File: src/rtl/op_sequencer_if.sv
// Bus between the push-button/switch front end and the instruction sequencer.
// The front end (master) drives keys and switches; the sequencer (slave) drives datapath controls.
interface op_sequencer_if #(
   parameter int ADDR_W  = 4,
   parameter int OPCNT_W = 8
);
   logic               key_exec_lvl;
   logic               key_show_lvl;
   logic [3:0]         sw_codop;
   logic [ADDR_W-1:0]  sw_dst;
   logic [ADDR_W-1:0]  sw_src_a;
   logic [ADDR_W-1:0]  sw_src_b;

   logic [ADDR_W-1:0]  addr_a;
   logic [ADDR_W-1:0]  addr_b;
   logic [ADDR_W-1:0]  write_reg;
   logic               sel_imm;
   logic               alu_en;
   logic               reg_we;
   logic               show_valid;
   logic               busy;
   logic [OPCNT_W-1:0] op_count;
   logic [2:0]         state;

   modport master (
      output key_exec_lvl, key_show_lvl, sw_codop, sw_dst, sw_src_a, sw_src_b,
      input  addr_a, addr_b, write_reg, sel_imm, alu_en, reg_we,
             show_valid, busy, op_count, state
   );

   modport slave (
      input  key_exec_lvl, key_show_lvl, sw_codop, sw_dst, sw_src_a, sw_src_b,
      output addr_a, addr_b, write_reg, sel_imm, alu_en, reg_we,
             show_valid, busy, op_count, state
   );
endinterface

File: src/rtl/op_sequencer.sv
// Turns debounced execute/show key levels into single-cycle strobes and sequences
// each instruction through latch, decode, ALU execute and register write-back.
module op_sequencer #(
   parameter int ADDR_W  = 4,
   parameter int OPCNT_W = 8
) (
   input logic           clk,
   input logic           rst,
   op_sequencer_if.slave bus
);

   typedef enum logic [2:0] {
      IDLE    = 3'd0,
      DECODE  = 3'd1,
      EXEC    = 3'd2,
      WRITE   = 3'd3,
      RELEASE = 3'd4,
      SHOW    = 3'd5
   } state_e;

   state_e             state_q;
   state_e             state_d;
   logic               execPrev_q;
   logic               showPrev_q;
   logic               riseExec;
   logic               riseShow;
   logic [3:0]         opCodop_q;
   logic [ADDR_W-1:0]  opDst_q;
   logic [ADDR_W-1:0]  opSrcA_q;
   logic [ADDR_W-1:0]  opSrcB_q;
   logic               aluEn_q;
   logic               regWe_q;
   logic               showValid_q;
   logic               busy_q;
   logic [OPCNT_W-1:0] opCount_q;
   logic               liveSel;
   logic [3:0]         selCode;

   // Prev registers reset to 1 so a key held through reset never looks like a fresh press.
   always_comb begin
      riseExec = bus.key_exec_lvl & ~execPrev_q;
      riseShow = bus.key_show_lvl & ~showPrev_q;
   end

   always_comb begin
      state_d = IDLE;
      case (state_q)
         IDLE: begin
            if (riseExec) begin
               state_d = DECODE;
            end else if (riseShow) begin
               state_d = SHOW;
            end else begin
               state_d = IDLE;
            end
         end
         DECODE:  state_d = EXEC;
         EXEC:    state_d = WRITE;
         WRITE:   state_d = RELEASE;
         RELEASE: state_d = bus.key_exec_lvl ? RELEASE : IDLE;
         SHOW:    state_d = bus.key_show_lvl ? SHOW : IDLE;
         default: state_d = IDLE;
      endcase
   end

   // Strobes are registered from the next state so they line up exactly with their state.
   always_ff @(posedge clk) begin
      if (rst) begin
         state_q     <= IDLE;
         execPrev_q  <= 1'b1;
         showPrev_q  <= 1'b1;
         opCodop_q   <= '0;
         opDst_q     <= '0;
         opSrcA_q    <= '0;
         opSrcB_q    <= '0;
         aluEn_q     <= 1'b0;
         regWe_q     <= 1'b0;
         showValid_q <= 1'b0;
         busy_q      <= 1'b0;
         opCount_q   <= '0;
      end else begin
         state_q     <= state_d;
         execPrev_q  <= bus.key_exec_lvl;
         showPrev_q  <= bus.key_show_lvl;
         if (state_q == IDLE && riseExec) begin
            opCodop_q <= bus.sw_codop;
            opDst_q   <= bus.sw_dst;
            opSrcA_q  <= bus.sw_src_a;
            opSrcB_q  <= bus.sw_src_b;
         end
         aluEn_q     <= (state_d == EXEC);
         regWe_q     <= (state_d == WRITE);
         showValid_q <= (state_d == SHOW);
         busy_q      <= (state_d == DECODE) || (state_d == EXEC) || (state_d == WRITE);
         if (state_d == WRITE) begin
            opCount_q <= opCount_q + OPCNT_W'(1);
         end
      end
   end

   // Idle and show modes display the live switch selection; otherwise the latched instruction drives the bank.
   always_comb begin
      liveSel     = (state_q == IDLE) || (state_q == SHOW);
      selCode     = liveSel ? bus.sw_codop : opCodop_q;
      bus.addr_a  = liveSel ? bus.sw_dst   : opSrcA_q;
      bus.addr_b  = liveSel ? bus.sw_src_b : opSrcB_q;
      bus.sel_imm = selCode[3] | (selCode[1] & (~selCode[0] | selCode[2]));
   end

   assign bus.write_reg  = opDst_q;
   assign bus.alu_en     = aluEn_q;
   assign bus.reg_we     = regWe_q;
   assign bus.show_valid = showValid_q;
   assign bus.busy       = busy_q;
   assign bus.op_count   = opCount_q;
   assign bus.state      = state_q;

endmodule

File: src/flat_wrapper.sv
// flat-port wrapper written by rule: the top's interface ports become plain ports
module op_sequencer_flat 
#(
   parameter int ADDR_W  = 4,
   parameter int OPCNT_W = 8
)
  (clk, rst, bus_key_exec_lvl, bus_key_show_lvl, bus_sw_codop, bus_sw_dst, bus_sw_src_a, bus_sw_src_b, bus_addr_a, bus_addr_b, bus_write_reg, bus_sel_imm, bus_alu_en, bus_reg_we, bus_show_valid, bus_busy, bus_op_count, bus_state);
  op_sequencer_if #(.ADDR_W(ADDR_W), .OPCNT_W(OPCNT_W)) bus_i ();
  input logic clk;
  input logic rst;
  input wire logic [$bits(bus_i.key_exec_lvl)-1:0] bus_key_exec_lvl;
  input wire logic [$bits(bus_i.key_show_lvl)-1:0] bus_key_show_lvl;
  input wire logic [$bits(bus_i.sw_codop)-1:0] bus_sw_codop;
  input wire logic [$bits(bus_i.sw_dst)-1:0] bus_sw_dst;
  input wire logic [$bits(bus_i.sw_src_a)-1:0] bus_sw_src_a;
  input wire logic [$bits(bus_i.sw_src_b)-1:0] bus_sw_src_b;
  output wire logic [$bits(bus_i.addr_a)-1:0] bus_addr_a;
  output wire logic [$bits(bus_i.addr_b)-1:0] bus_addr_b;
  output wire logic [$bits(bus_i.write_reg)-1:0] bus_write_reg;
  output wire logic [$bits(bus_i.sel_imm)-1:0] bus_sel_imm;
  output wire logic [$bits(bus_i.alu_en)-1:0] bus_alu_en;
  output wire logic [$bits(bus_i.reg_we)-1:0] bus_reg_we;
  output wire logic [$bits(bus_i.show_valid)-1:0] bus_show_valid;
  output wire logic [$bits(bus_i.busy)-1:0] bus_busy;
  output wire logic [$bits(bus_i.op_count)-1:0] bus_op_count;
  output wire logic [$bits(bus_i.state)-1:0] bus_state;
  assign bus_i.key_exec_lvl = bus_key_exec_lvl;
  assign bus_i.key_show_lvl = bus_key_show_lvl;
  assign bus_i.sw_codop = bus_sw_codop;
  assign bus_i.sw_dst = bus_sw_dst;
  assign bus_i.sw_src_a = bus_sw_src_a;
  assign bus_i.sw_src_b = bus_sw_src_b;
  assign bus_addr_a = bus_i.addr_a;
  assign bus_addr_b = bus_i.addr_b;
  assign bus_write_reg = bus_i.write_reg;
  assign bus_sel_imm = bus_i.sel_imm;
  assign bus_alu_en = bus_i.alu_en;
  assign bus_reg_we = bus_i.reg_we;
  assign bus_show_valid = bus_i.show_valid;
  assign bus_busy = bus_i.busy;
  assign bus_op_count = bus_i.op_count;
  assign bus_state = bus_i.state;
  op_sequencer #(.ADDR_W(ADDR_W), .OPCNT_W(OPCNT_W)) u_core (.clk(clk), .rst(rst), .bus(bus_i));
endmodule
File: config.mk
export PLATFORM = sky130hd
export DESIGN_NAME = op_sequencer_flat
export DESIGN_NICKNAME = d
export VERILOG_FILES = /design/src/rtl/op_sequencer_if.sv /design/src/rtl/op_sequencer.sv /design/src/flat_wrapper.sv
export SDC_FILE = /design/constraint.sdc
export NUM_CORES = 1
export LEC_CHECK = 0
export ABC_AREA = 1
export CORE_ASPECT_RATIO = 0.75
export CORE_MARGIN = 2
export CORE_UTILIZATION = 30
export DETAILED_ROUTE_END_ITERATION = 10
export GPL_TIMING_DRIVEN = 1
export PLACE_DENSITY_LB_ADDON = 0.08
export SKIP_LAST_GASP = 1
export SYNTH_ARGS = -nofsm -noshare
export SYNTH_HDL_FRONTEND = slang
export SYNTH_SLANG_ARGS = --single-unit
File: constraint.sdc
create_clock -name clk -period 1.8 [get_ports clk]
set_input_delay 0.27 -clock clk [delete_from_list [all_inputs] [get_ports clk]]
set_output_delay 0.27 -clock clk [all_outputs]
set_load 0.01 [all_outputs]
==> flow_summary.toml <==
[status]
status = "finished with violations"
failed_checks = "setup timing"

[final_layout]
diode_insertion_count_for_antenna_repair = 0
final_cell_mix = "45 x nor2_1, 38 x clkdlybuf4s50_1, 30 x dfxtp_1, 29 x nand2_1, 18 x o21ai_0"
design_area_um2 = 2180
drive_above_1_share = 0.200
syn_to_final_growth_pct = 47.2
nNetsFinal = 277
largest_reg_flops = 8
layout_commonest_cell = "nor2_1"

[routing]
detail_route.wl_per_cell_um = 11.3
final_routed_wirelength_um = 3570
avgViaCountPerCell = 4.40
ant_nets = 0
drtIter0Drc = 28
1st_pass_router_iterations = 4
drt_drc_violations_left = 0
route.vias.total = 1386

[worst_setup_path]
worstSetupEndpointType = "output pin"
crit_path_frequent_cell = "nand2_4"
timing.critical_path.max_delay_family = "flip-flops"
rr_worst_depth = 7
path_max_fanout = 4
cp_num_buf_inv = 1
timing.critical_path.from_type = "flop"
critical_path.max_stage_delay_ns = 0.36
cp.required_ns = 1.53
worstSetupPathType = "reg2out"
critical_path.slowest_cell = "dfxtp_2"
cp_num_cells = 5
worstPathArrival_ns = 1.54
timing.critical_path.cells = "nor2_4, nand2_4, nand2_4, mux2_2, dlygate4sd2_1"

[placement]
place_congestion = 0.723
placed_area_um2 = 2080
port_buffers = 47
dpl.hpwl_um = 2500

[timing]
period_needed_ns = 1.81
max_freq_mhz = 553
layout_setup_ws_ns = -0.00965
grt_setup_unrepaired = "true"
timing.clock.skew_ns = 0.00287
drv_slew = 0
final.period_utilization = 1.01
final_hold_viol_count = 0
worst-slew-pin-transition_ns = 0.250
timing.hold.ws_ns = 0.457
max_slew_margin = 0.833
final_setup_violation_count = 1

[synthesis]
synth_cell_type_count = 25
cell_type_with_the_highest_aggregate_area_in_the_netlist = "dfxtp_1"
post-synth-top-area-fraction = 0.446
warning_count_from_the_yosys_run = 0
synth_nets = 213
synthesis.area_per_instance_um2 = 7.72
synth.area.top_cells = "dfxtp_1 45%, nor2_1 11%, nand2_1 7.3%, o21ai_0 6.4%, mux2_2 5.3%"
synth_area_um2 = 1480
seq_area_frac_synth = 0.446
ys_seq_elements = 33
synthesis.instances = 192

[global_route]
grt_use_met1 = 0.190
grtUsageMet2 = 0.208
grt_busiest_layer = "met2"
grtUsageMet3 = 0.0510
grt_overflow_total = 0
tot_gr_track_use = 0.141
antenna_found_initial = 0
first_pass_grt_wire_length_um = 6040
vias_in_the_first_global_route = 1305
grt_max_degree = 21

[die]
design.core.area_um2 = 4820
pin_count = 48
dieWidth_um = 85.2
floorplan.rows = 22
initial_core_utilization = 0.308
fp.dieArea_um2 = 5530
fp.dieH_um = 64.9

[cts]
cts-htree-levels = 2
cts_max_path_buffers = 2
worst_skew_pair.late_latency_ns = 0.28
clkSinkCount = 33
cts_tree = "yes"
clk_transition_reported_paths_ns = 0.06
clock_buffers_created_by_tritoncts = 5
cts.root.buffer_cell = "clkbuf_8"
ctsHoldBuffers = 0

[power]
power.density_nw_per_um2 = 795
total_leakage_power_uw = 0.000946
ir_drop_mv = 0.359
power.total_uw = 1730

[job]
maxCapViolCount = 0

[hold_path]
timing.hold.worst_path_depth = 2
worstHoldPathType = "reg2reg"
==> cell usage after synthesis (all sizes together) <==
library cell,n
nor3,4
clkbuf,3
a21oi,11
nor2,47
o31ai,1
a211oi,1
inv,19
ha,1
mux2,8
dfxtp,33
nand3,5
o21ai,19
nand3b,1
nand2,31
buf,3
xor2,4
or2,1
==> report_power, final <==
| part | leakage (uW) | switching (uW) | internal (uW) |
|---|---|---|---|
| Sequential | 0.000270 | 27.1 | 775 |
| Clock | 0.0000399 | 249 | 254 |
| Combinational | 0.000635 | 203 | 227 |
==> area by class of cell <==
class	count	area (um^2)
clock buffer	5	68.8
sequential	33	664
timing repair buffer	62	558
inverter	19	73.8
multi-input combinational	135	737
clock inverter	1	5.00
tap	60	75.1
fill	494	2640
==> logic make-up after synthesis <==
kind of cell / after synthesis / synth area share
and+or+nand+nor: 89 / 0.268
buffers and inverters: 25 / 0.0802
adders and majority gates: 1 / 0.00844
DFF: 33 / 0.446
AOI/OAI and AO/OA: 32 / 0.114
xor gates and xnor gates: 4 / 0.0236
muxes: 8 / 0.0608
==> worst min-delay path, cell delays in order (launching register included) <==
cell	delay, ns
dfxtp_1	0.30
inv_1	0.06
a21oi_1	0.05
==> per-layer routing <==
layer | wire length (um) | up-vias | part of all wire
li1 | - | 738 | -
met5 | 0 | - | 0
met4 | 47 | 0 | 0.013
met2 | 1470 | 22 | 0.41
met1 | 1890 | 618 | 0.53
met3 | 161 | 8 | 0.045
==> final timing paths <==
check | start | endpoint | slack (ns)
setup / recovery | u_core.bus.state[0] | bus_addr_b[0] | -0.01
hold / removal | u_core.opCodop_q[2] | u_core.opCodop_q[2] | 0.46
setup reg to reg | u_core.bus.state[0] | u_core.opCodop_q[2] | 0.46
hold reg to reg | u_core.opCodop_q[2] | u_core.opCodop_q[2] | 0.46
==> per-stage QoR <==
step            TNS, ns   util  cells  setup slack [ns]
2_1_floorplan         0      -    192             0.339
3_3_place_gp     -0.186  0.432    306           -0.0627
3_5_place_dp     -0.273  0.432    306           -0.0561
4_1_cts         -0.0688  0.451    314           -0.0688
5_1_grt          -0.217  0.453    315           -0.0789
6_report       -0.00965  0.453    315          -0.00965
==> repair_timing <==
item,in CTS,in global routing
gates cloned,1,0
gates resized for setup,32,5
endpoints found under the setup margin,9,5
pin swaps,4,1
endpoints found under the hold margin,0,0
setup buffers,1,1
Note: power is estimated with default switching activity, not from simulation.
